### config.mk
export PLATFORM = sky130hd
export DESIGN_NAME = led_scan
export DESIGN_NICKNAME = d
export VERILOG_FILES = /design/src/rtl/led_scan.sv
export SDC_FILE = /design/constraint.sdc
export NUM_CORES = 1
export LEC_CHECK = 0
export BUFFER_PORTS_ARGS = -buffer_cell sky130_fd_sc_hd__clkbuf_2
export CELL_PAD_IN_SITES_DETAIL_PLACEMENT = 1
export CELL_PAD_IN_SITES_GLOBAL_PLACEMENT = 2
export CORE_ASPECT_RATIO = 1.75
export CORE_UTILIZATION = 38
export DETAILED_ROUTE_END_ITERATION = 7
export PLACE_DENSITY = 0.93
export SLEW_MARGIN = 20
export SYNTH_ARGS = -nofsm -noshare
export SYNTH_HDL_FRONTEND = slang
export SYNTH_SLANG_ARGS = --single-unit
### constraint.sdc
create_clock -name clk -period 4.32 [get_ports clk]
set_input_delay 0.432 -clock clk [delete_from_list [all_inputs] [get_ports clk]]
set_output_delay 0.432 -clock clk [all_outputs]
set_load 0.01 [all_outputs]
### src/rtl/led_scan.sv
// rtl/led_scan.sv - time-multiplexed 8-digit common-anode seven-segment scanner
//
// Purpose: scans eight hex digits one at a time, each digit held for SCAN_DIV
// clocks, with per-digit decimal point and per-digit blink (BLINK_DIV clocks
// per visible/blanked half-period). Outputs are registered, one cycle behind idx.
//
// Ports:
//   clk                     system clock, rising edge
//   reset_n                 asynchronous active-low reset
//   led1Number..led8Number  hex value of digit 0..7
//   point                   decimal-point enable per digit
//   is_shine                global blink enable
//   which_shine             per-digit blink mask
//   an                      anode select, active-low (an[i]=0 selects digit i)
//   seg                     segments, active-low {dp,g,f,e,d,c,b,a}
module led_scan #(
  parameter int SCAN_DIV  = 100000,
  parameter int BLINK_DIV = 25000000
) (
  input  logic       clk,
  input  logic       reset_n,
  input  logic [3:0] led1Number,
  input  logic [3:0] led2Number,
  input  logic [3:0] led3Number,
  input  logic [3:0] led4Number,
  input  logic [3:0] led5Number,
  input  logic [3:0] led6Number,
  input  logic [3:0] led7Number,
  input  logic [3:0] led8Number,
  input  logic [7:0] point,
  input  logic       is_shine,
  input  logic [7:0] which_shine,
  output logic [7:0] an,
  output logic [7:0] seg
);

  localparam int SW = (SCAN_DIV  > 1) ? $clog2(SCAN_DIV)  : 1;
  localparam int BW = (BLINK_DIV > 1) ? $clog2(BLINK_DIV) : 1;
  localparam logic [SW-1:0] SCAN_LAST  = SW'(SCAN_DIV - 1);
  localparam logic [BW-1:0] BLINK_LAST = BW'(BLINK_DIV - 1);

  logic [SW-1:0] scan_cnt_q, scan_cnt_d;
  logic [BW-1:0] blink_cnt_q, blink_cnt_d;
  logic [2:0]    idx_q, idx_d;
  logic          phase_q, phase_d;
  logic [7:0]    an_q, an_d;
  logic [7:0]    seg_q, seg_d;

  logic [3:0]    number [8];
  logic [3:0]    cur_num;
  logic [7:0]    cur_pat;
  logic          blanked;

  // Full 8-bit pattern with dp off; only bits [6:0] are used.
  function automatic logic [7:0] hex_decode(input logic [3:0] v);
    logic [7:0] p;
    case (v)
      4'h0: p = 8'hC0;
      4'h1: p = 8'hF9;
      4'h2: p = 8'hA4;
      4'h3: p = 8'hB0;
      4'h4: p = 8'h99;
      4'h5: p = 8'h92;
      4'h6: p = 8'h82;
      4'h7: p = 8'hF8;
      4'h8: p = 8'h80;
      4'h9: p = 8'h90;
      4'hA: p = 8'h88;
      4'hB: p = 8'h83;
      4'hC: p = 8'hC6;
      4'hD: p = 8'hA1;
      4'hE: p = 8'h86;
      default: p = 8'h8E;
    endcase
    return p;
  endfunction

  always_comb begin
    number[0] = led1Number;
    number[1] = led2Number;
    number[2] = led3Number;
    number[3] = led4Number;
    number[4] = led5Number;
    number[5] = led6Number;
    number[6] = led7Number;
    number[7] = led8Number;
  end

  always_comb begin
    scan_cnt_d  = scan_cnt_q + 1'b1;
    idx_d       = idx_q;
    blink_cnt_d = blink_cnt_q + 1'b1;
    phase_d     = phase_q;

    if (scan_cnt_q == SCAN_LAST) begin
      scan_cnt_d = '0;
      idx_d      = idx_q + 3'd1;
    end

    // Blink phase free-runs regardless of is_shine so enabling blink
    // never restarts the half-period.
    if (blink_cnt_q == BLINK_LAST) begin
      blink_cnt_d = '0;
      phase_d     = ~phase_q;
    end

    cur_num = number[idx_q];
    cur_pat = hex_decode(cur_num);
    blanked = is_shine && which_shine[idx_q] && !phase_q;

    an_d = ~(8'b1 << idx_q);
    if (blanked) begin
      seg_d = 8'hFF;
    end else begin
      seg_d = {~point[idx_q], cur_pat[6:0]};
    end
  end

  always_ff @(posedge clk or negedge reset_n) begin
    if (!reset_n) begin
      scan_cnt_q  <= '0;
      blink_cnt_q <= '0;
      idx_q       <= 3'd0;
      phase_q     <= 1'b1;
      an_q        <= 8'hFF;
      seg_q       <= 8'hFF;
    end else begin
      scan_cnt_q  <= scan_cnt_d;
      blink_cnt_q <= blink_cnt_d;
      idx_q       <= idx_d;
      phase_q     <= phase_d;
      an_q        <= an_d;
      seg_q       <= seg_d;
    end
  end

  assign an  = an_q;
  assign seg = seg_q;

endmodule

* Word level (Yosys, flattened, before mapping)
Memories as Yosys holds them, arrays and structs flattened. Cells that the tools add are included.
Cells by class: add/sub/neg operators 3, order comparisons 2, equality and inequality tests 2, shift operators 1, mux-type cells 10, bitwise logic cells 4, reduce and logical (&&, ||, !) cells 3
Operators with widths (count):
- 25-bit by 1-bit adder with 25-bit output (second input constant) | 1
- 25-bit equality test (second input constant) | 1
- 25-bit two-way mux | 1
- 17-bit by 1-bit adder with 17-bit output (second input constant) | 1
- 17-bit equality test (second input constant) | 1
- 17-bit two-way mux | 1
- 4-bit binary-select mux with 3-bit select | 1
- 4-bit two-way mux | 2
- 8-bit two-way mux | 1
- 8-bit NOT | 1
- 1-bit by 3-bit << shifter with 8-bit output (first input constant) | 1
- 1-bit binary-select mux with 3-bit select | 2
- 4-bit >= comparator (second input constant) | 1
- 3-bit by 4-bit less-than comparator with 1-bit output (second input constant) | 1
- 3-bit NOT with 4-bit output | 1
- 3-bit by 1-bit adder with 3-bit output (second input constant) | 1
- 1-bit logical AND | 2
- 1-bit two-way mux | 2
- 1-bit NOT | 2
- 1-bit zero test | 1
Word-level totals: register bits after elaboration 62, bits in read-only memories 112, input bits 51, memories kept 1
Memories:
- (no name shown) | words 16, width 7, rd ports 1, clocked after Yosys merged registers in 0, wr ports 0, line 57 | case (v)

* Longest topological paths before layout
Gate-level depths: netlist (run 1). An unclocked memory read counts as a cell.
depth in word-level cells 6, gate-level depth with buffers 11

* Least setup slack after synthesis (run 1)
OpenSTA, ideal clock, no wires.
path type register to register, from register idx_q[0], to register seg_q[3] (netlist: seg[3]), library setup time 95 ps, data arrival time 2204 ps, path slack 2021 ps, cell stages (with the launch flop) 11, buffers on the path 2, period minus slack after synthesis 2299 ps, cell sequence dfrtp_1 buf_6 buf_12 mux4_1 mux2i_1 inv_1 ha_1 inv_1 nor3_1 a211oi_1 o21ai_0
Between the ends: longest elaborated chain between the ends 6
Ends and longest elaborated chain:
- from (decl) | line 44 | logic [2:0] idx_q, idx_d;
- from (signal assigned) | line 130 | idx_q <= idx_d;
- 3-bit NOT with 4-bit output (implied by the code) | line 107 | cur_num = number[idx_q];
- 4-bit binary-select mux with 3-bit select | line 107
- 4-bit two-way mux (implied by the code) (2 in a row) | line 107
- memory read 16 x 7 bit
- 8-bit two-way mux (*) | line 112 | if (blanked) begin
- net seg_d[3] | line 47 | logic [7:0] seg_q, seg_d;
- to (signal assigned) | line 133 | seg_q <= seg_d;
- to (decl) | line 47
Mark *: on every way through the listed nets, which the timed path passes. The rest lies on a longest branch. The select of a mux whose other input is x is not followed. A chain may end at the register's enable or synchronous reset.

* Worst setup path in the final report (run 1)
Same ends and word-level chain as after synthesis.

==> results of run 1 <==
-- Yosys cell counts (all sizes together) --
cell type and count:
a21oi 7, and4bb 1, nor2b 4, nand2b 1, inv 11, dfstp 17
or3 4, xor2 17, o211ai 2, nor4 4, clkbuf 3, clkinv 1
o221ai 3, or4 1, and2 6, nand3b 2, nor3 5, o21ai 6
o22ai 1, mux4 10, nor2 30, buf 5, and4 3, or2 2
or4b 2, xnor2 19, mux2i 5, nand3 16, nor3b 2, ha 14
dfrtp 45, a22o 1, a211oi 2, mux2 5, nand4 8, and3 5
o31ai 1, nand2 31, nor4b 1
-- per-layer routing --
metal  up-vias  wire length [µm]  share of wire (%)  global-route usage [%]
met1      1269              2800                 36                    19.8
met4         0               137                1.8                    7.24
li1       1206                 -                  -                       -
met5         -                 0                  0                       0
met3        11               321                4.1                    4.92
met2        73              4550                 58                    35.9
-- through the flow --
stage,worst slack [ns],cell area [µm²],instances
5_1_grt,1.18,4140,496
2_1_floorplan,2.02,3390,303
3_3_place_gp,1.62,3800,480
4_1_cts,1.46,4140,496
6_report,1.46,4140,496
3_5_place_dp,1.46,3800,480
-- report_power, final --
group          internal (mW)  switching, mW
Sequential             0.594        0.00293
Combinational         0.0395         0.0423
Clock                  0.563          0.256
Total                   1.20          0.301
-- path summary, 6_finish.rpt --
check / to / slack (ns) / depth (start not counted)
hold / removal: blink_cnt_q[9]$_DFF_PN0_ / 0.19 / 1
setup reg to reg: seg[3]$_DFF_PN1_ / 1.46 / 8
min in group clk: scan_cnt_q[14]$_DFF_PN0_ / 0.48 / 1
max in group asynchronous: an[3]$_DFF_PN1_ / 3.19 / 2
setup / recovery: seg[3]$_DFF_PN1_ / 1.46 / 8
hold reg to reg: scan_cnt_q[14]$_DFF_PN0_ / 0.48 / 1
-- critical path, cell delays in order, from the launching register on --
cell and delay (ns):
dfrtp_1 0.80, mux4_1 0.66, mux2i_1 0.46, inv_1 0.18
ha_1 0.22, inv_1 0.09, nor3_1 0.07, a211oi_1 0.17
o21ai_0 0.10
-- state kept, by name, indices dropped and copies added (netlist names) --
register,cells
blink_cnt_q,25
scan_cnt_q,17
an,8
seg,8
idx_q,3
phase_q,1
-- cells by family (layout without fill, tap and decap cells) --
group	after synthesis	count (layout)	synth area share, %
simple gates	128	128	20.0
flops	62	62	46.4
xor+xnor	36	36	9.31
compound gates	23	23	4.39
mux	20	20	10.9
buf+inv	20	96	3.80
fa+ha+maj	14	14	5.17
-- area by class of cell --
type	count	area (µm²)	area share, %
multi-input cells	221	1690	40.8
flip-flops and latches	62	1570	38.0
repair buffers	68	345	8.35
clock buffers	10	229	5.54
well taps	117	146	3.54
clock inverters	6	111	2.69
inverters	12	45.0	1.09
==> run metrics, run 1 <==
DRT iter0 DRCs=71; pins over their slew limit=0; Worst-Margin Slew=0.878 ns; share of post-route cells with drive strength above 1=30.1%; Die Y=127 µm; syn avg cell area=11.2 µm²; RSZ-0062 raised after global routing=false; Worst EP required=4.55 ns; RePlAce Congestion=0.782; dominant cell type by area after synthesis=dfrtp_1; first-pass GRT wire length=13.4 mm; total power=1.50 mW; synthesis-stage register bit count=62; Setup TNS Final=0 ns; Post-CTS Hold Fix Bufs=0; Antenna diodes=0; Total GRT Usage=19.2%; most frequent cells in the layout=clkbuf_2 (66), dfrtp_1 (45), nand2_1 (31), nor2_1 (30), xnor2_1 (19); vias per cell=5.16; commonest non-fill, non-tap cell in the layout=clkbuf_2; CTS tree=built; DRC Markers=0; Layout Nets=439; post-synth top area share=33.2%; postcts setup bufs=0; Post-DRT Antenna Nets=0; initial antenna violation count=0; largest net degree at the start of global routing=34; peak supply drop=0.196 mV; Post-Route Skew=0.00703 ns; fmax=350 MHz; total grt overflow=0; Final setup viols=0; total core area=8670 µm²; WL per Instance=15.8 µm; run status=complete, no violations; mapped cell area=3390 µm²; type of destination of the critical path=flop; CP Class=flop to flop; min Tclk post-route=2.86 ns; Rows=45; Slew HR=41.0%; vias in the first global route=2,888; Final Hold Fails=0; Fin Hold WS=0.188 ns; crit path launch=idx_q[0]$_DFFE_PN0N_; Clock Sinks=62; Worst EP arrival=3.09 ns; Initial Util=39.1%; Synthesized Nets=368; final WL=7.81 mm; area growth from synthesis to layout=22.1%; r2r startpoint=idx_q[0]$_DFFE_PN0N_; Worst-path clk slew=0.05 ns; crit-path max FO=17; Max-cap violations=0; H-tree levels=3; Die W=73.4 µm; top post-synthesis cells by area=dfrtp_1 (33%), dfstp_2 (13%), mux4_1 (7.0%); Hold Crit Class=input port to asynchronous set/reset pin; sequential element share of the synthesized area=46.4%; leakage power total=1.90 nW; post-cts resize count=0; pwr dens=362 nW/µm²; # fillers=1,007; 1st-pass router iterations=4; Bufs on Longest Clock Path=2; Yosys cell types=48; CTS Root Cell=clkbuf_16; Yosys warning total=0; Worst setup SP type=flop; Gate Count Post-Synth=303; port bufs=66; CTS Buf Count=9; die area=9310 µm²; fin util=47.7%; Vias=2,559; clock latency on the worst-skew pair=0.33 ns; IO Pins=67; dpl hpwl=5.98 mm; fin crit share=66.1%
Note: power is estimated with default switching activity, not from simulation.
==> inputs of run 2 (changes only) <==
Settings changed: CORE_UTILIZATION 38 to 32, PLACE_DENSITY 0.93 to 0.85.
Clock period 4.32 ns to 2.3 ns, I/O delays scaled along.
==> run 2 against run 1 <==
Net effect: flip-flop and latch count stayed put; final area is 0.91% higher; sequential share of layout area is 0.28 points lower; largest power group unchanged; sequential power is 88% higher; final cell count is 4.2% higher; global-route usage is 3.7 points lower; worst setup slack worse by 1.3 ns; clock skew is 0.0033 ns higher.
==> run metrics, run 2 (synthesized netlist as in run 1, its figures left out) <==
Rows=49 (+8.9%); biggest regs=blink_cnt_q: 25 flops, scan_cnt_q: 17 flops; DRT iter0 DRCs=118 (+66%); Post-Route Skew=0.0103 ns (+0.00330 ns); # fillers=1,159 (+15%); DRC Markers=0 (unchanged); clock latency on the worst-skew pair=0.33 ns (about the same); combinational power share=6.5% (+1.0 points); leakage power total=1.93 nW (+1.3%); worst reg2reg path depth=9 (+1); fin util=40.5% (-7.2 points); worst hold path depth=5; crit-path max FO=7 (-10); port bufs=66 (unchanged); Most flops, register=blink_cnt_q; Worst EP arrival=2.36 ns (-0.73 ns); vias in the first global route=2,738 (-5.2%); WL per Instance=15.3 µm (-3.0%); Bufs on Longest Clock Path=2 (unchanged); Layout Nets=450 (+2.5%); vias per cell=4.97 (-3.6%); fmax=468 MHz (+34%); footprint of the multi-input gates=1690 µm² (+0.15%); Setup TNS Final=0 ns (unchanged); Final Hold Fails=0 (unchanged); Max-cap violations=0 (unchanged); most frequent cells in the layout=clkbuf_2 (66), dfrtp_1 (43), nand2_1 (31), nor2_1 (30), xnor2_1 (19); storage element area=1580 µm² (+0.16%); Die Y=138 µm (+8.8%); die area=11,000 µm² (+18%); Hold Crit Class=input port to flop; Worst-path clk slew=0.05 ns (about the same); Final setup viols=0 (unchanged); RePlAce Congestion=0.798 (+2.1%); area growth from synthesis to layout=23.2%; Post-DRT Antenna Nets=0 (unchanged); type of destination of the critical path=flop; share of post-route cells with drive strength above 1=31.5% (+1.5 points); Die W=79.8 µm (+8.7%); CP Class=flop to flop; IO Pins=67 (unchanged); Vias=2,572 (+0.51%); Seq pwr share=44.7% (+4.8 points); total grt overflow=0 (unchanged); initial antenna violation count=0 (unchanged); commonest non-fill, non-tap cell in the layout=clkbuf_2; Worst setup SP type=flop; peak supply drop=0.355 mV (+81%); pwr dens=601 nW/µm² (+66%); postcts setup bufs=0 (unchanged); Total GRT Usage=15.5% (-3.7 points); min Tclk post-route=2.14 ns (-0.721 ns); cell internal pwr=1.96 mW (+63%); pins over their slew limit=0 (unchanged); first-pass GRT wire length=13.0 mm (-3.3%); Worst EP required=2.53 ns (-2.02 ns); final WL=7.90 mm (+1.1%); Initial Util=32.9% (-6.2 points); CTS tree=built; H-tree levels=3 (unchanged); sw frac=22.0% (+1.9 points); Clock Sinks=62 (unchanged); P_sw=0.552 mW (+83%); Clock Power Share=48.8% (-5.9 points); Worst-Margin Slew=0.685 ns (-0.193 ns); Slew HR=54.3% (+13 points); 1st-pass router iterations=4 (unchanged); largest net degree at the start of global routing=28 (-18%); dpl hpwl=6.11 mm (+2.1%); Antenna diodes=0 (unchanged); CTS Root Cell=clkbuf_16; RSZ-0062 raised after global routing=false; fin crit share=92.9% (+27 points); total core area=10,300 µm² (+19%); run status=complete, no violations; CTS Buf Count=9 (unchanged); max reg flops=25 (unchanged)
## run 2: power by group through the flow
stage / Combinational, mW / Clock (mW) / Sequential, mW
final: 0.162 / 1.22 / 1.12
after global routing: 0.180 / 1.30 / 1.12
after CTS: 0.166 / 1.24 / 1.12
after detailed placement: 0.164 / 0 / 1.14
after global placement: 0.159 / 0 / 1.14
after floorplan: 0.0586 / 0 / 1.15
## run 2: path summary, 6_finish.rpt
check	start	end	slack, ns
worst max-delay path	idx_q[0]$_DFFE_PN0N_	seg[3]$_DFF_PN1_	0.16
worst min-delay path	point[3]	seg[7]$_DFF_PN1_	0.36
worst max register to register	idx_q[0]$_DFFE_PN0N_	seg[3]$_DFF_PN1_	0.16
worst min register to register	scan_cnt_q[0]$_DFF_PN0_	scan_cnt_q[0]$_DFF_PN0_	0.49
max in group asynchronous	reset_n	seg[7]$_DFF_PN1_	1.15
min in group asynchronous	reset_n	scan_cnt_q[13]$_DFF_PN0_	0.48
## run 2: routing by layer
layer	GRT usage, %	share of wire, %
met5	0	0
met4	5.92	1.5
met3	4.16	4.3
met2	28.7	56
met1	16.2	38
## run 2: what timing repair did
action,CTS,global route
endpoints found under the hold margin,19,0
hold buffers,1,0
resized for setup,0,4
setup endpoints to repair,0,4
## run 2: metrics by stage
step / hold slack, ns / cell area (µm²) / std cells / worst slack, ns / power (mW)
after floorplan: -0.0656 / 3390 / 303 / 0.00134 / 1.20
after global placement: 0.303 / 3900 / 500 / 0.218 / 1.30
after detailed placement: 0.304 / 3900 / 500 / 0.0405 / 1.30
after CTS: 0.357 / 4170 / 517 / 0.0406 / 2.53
after global routing: 0.401 / 4170 / 517 / 0.0512 / 2.60
final: 0.364 / 4170 / 517 / 0.163 / 2.51
## run 2: worst max-delay path, stage by stage, from the launching register on
cell	delay, ns
dfrtp_2	0.41
mux4_1	0.56
mux2i_1	0.14
buf_4	0.16
inv_1	0.07
ha_1	0.18
inv_1	0.10
nor3_1	0.07
a211oi_1	0.21
o21ai_0	0.14
## run 2: area by class of cell
cell class / instances / area share (%)
Inverter: 12 / 1.08
Timing Repair Buffer: 79 / 10.6
Sequential cell: 62 / 37.7
Tap cell: 127 / 3.81
Clock inverter: 1 / 0.120
Multi-Input combinational cell: 221 / 40.5
Clock buffer: 15 / 6.18
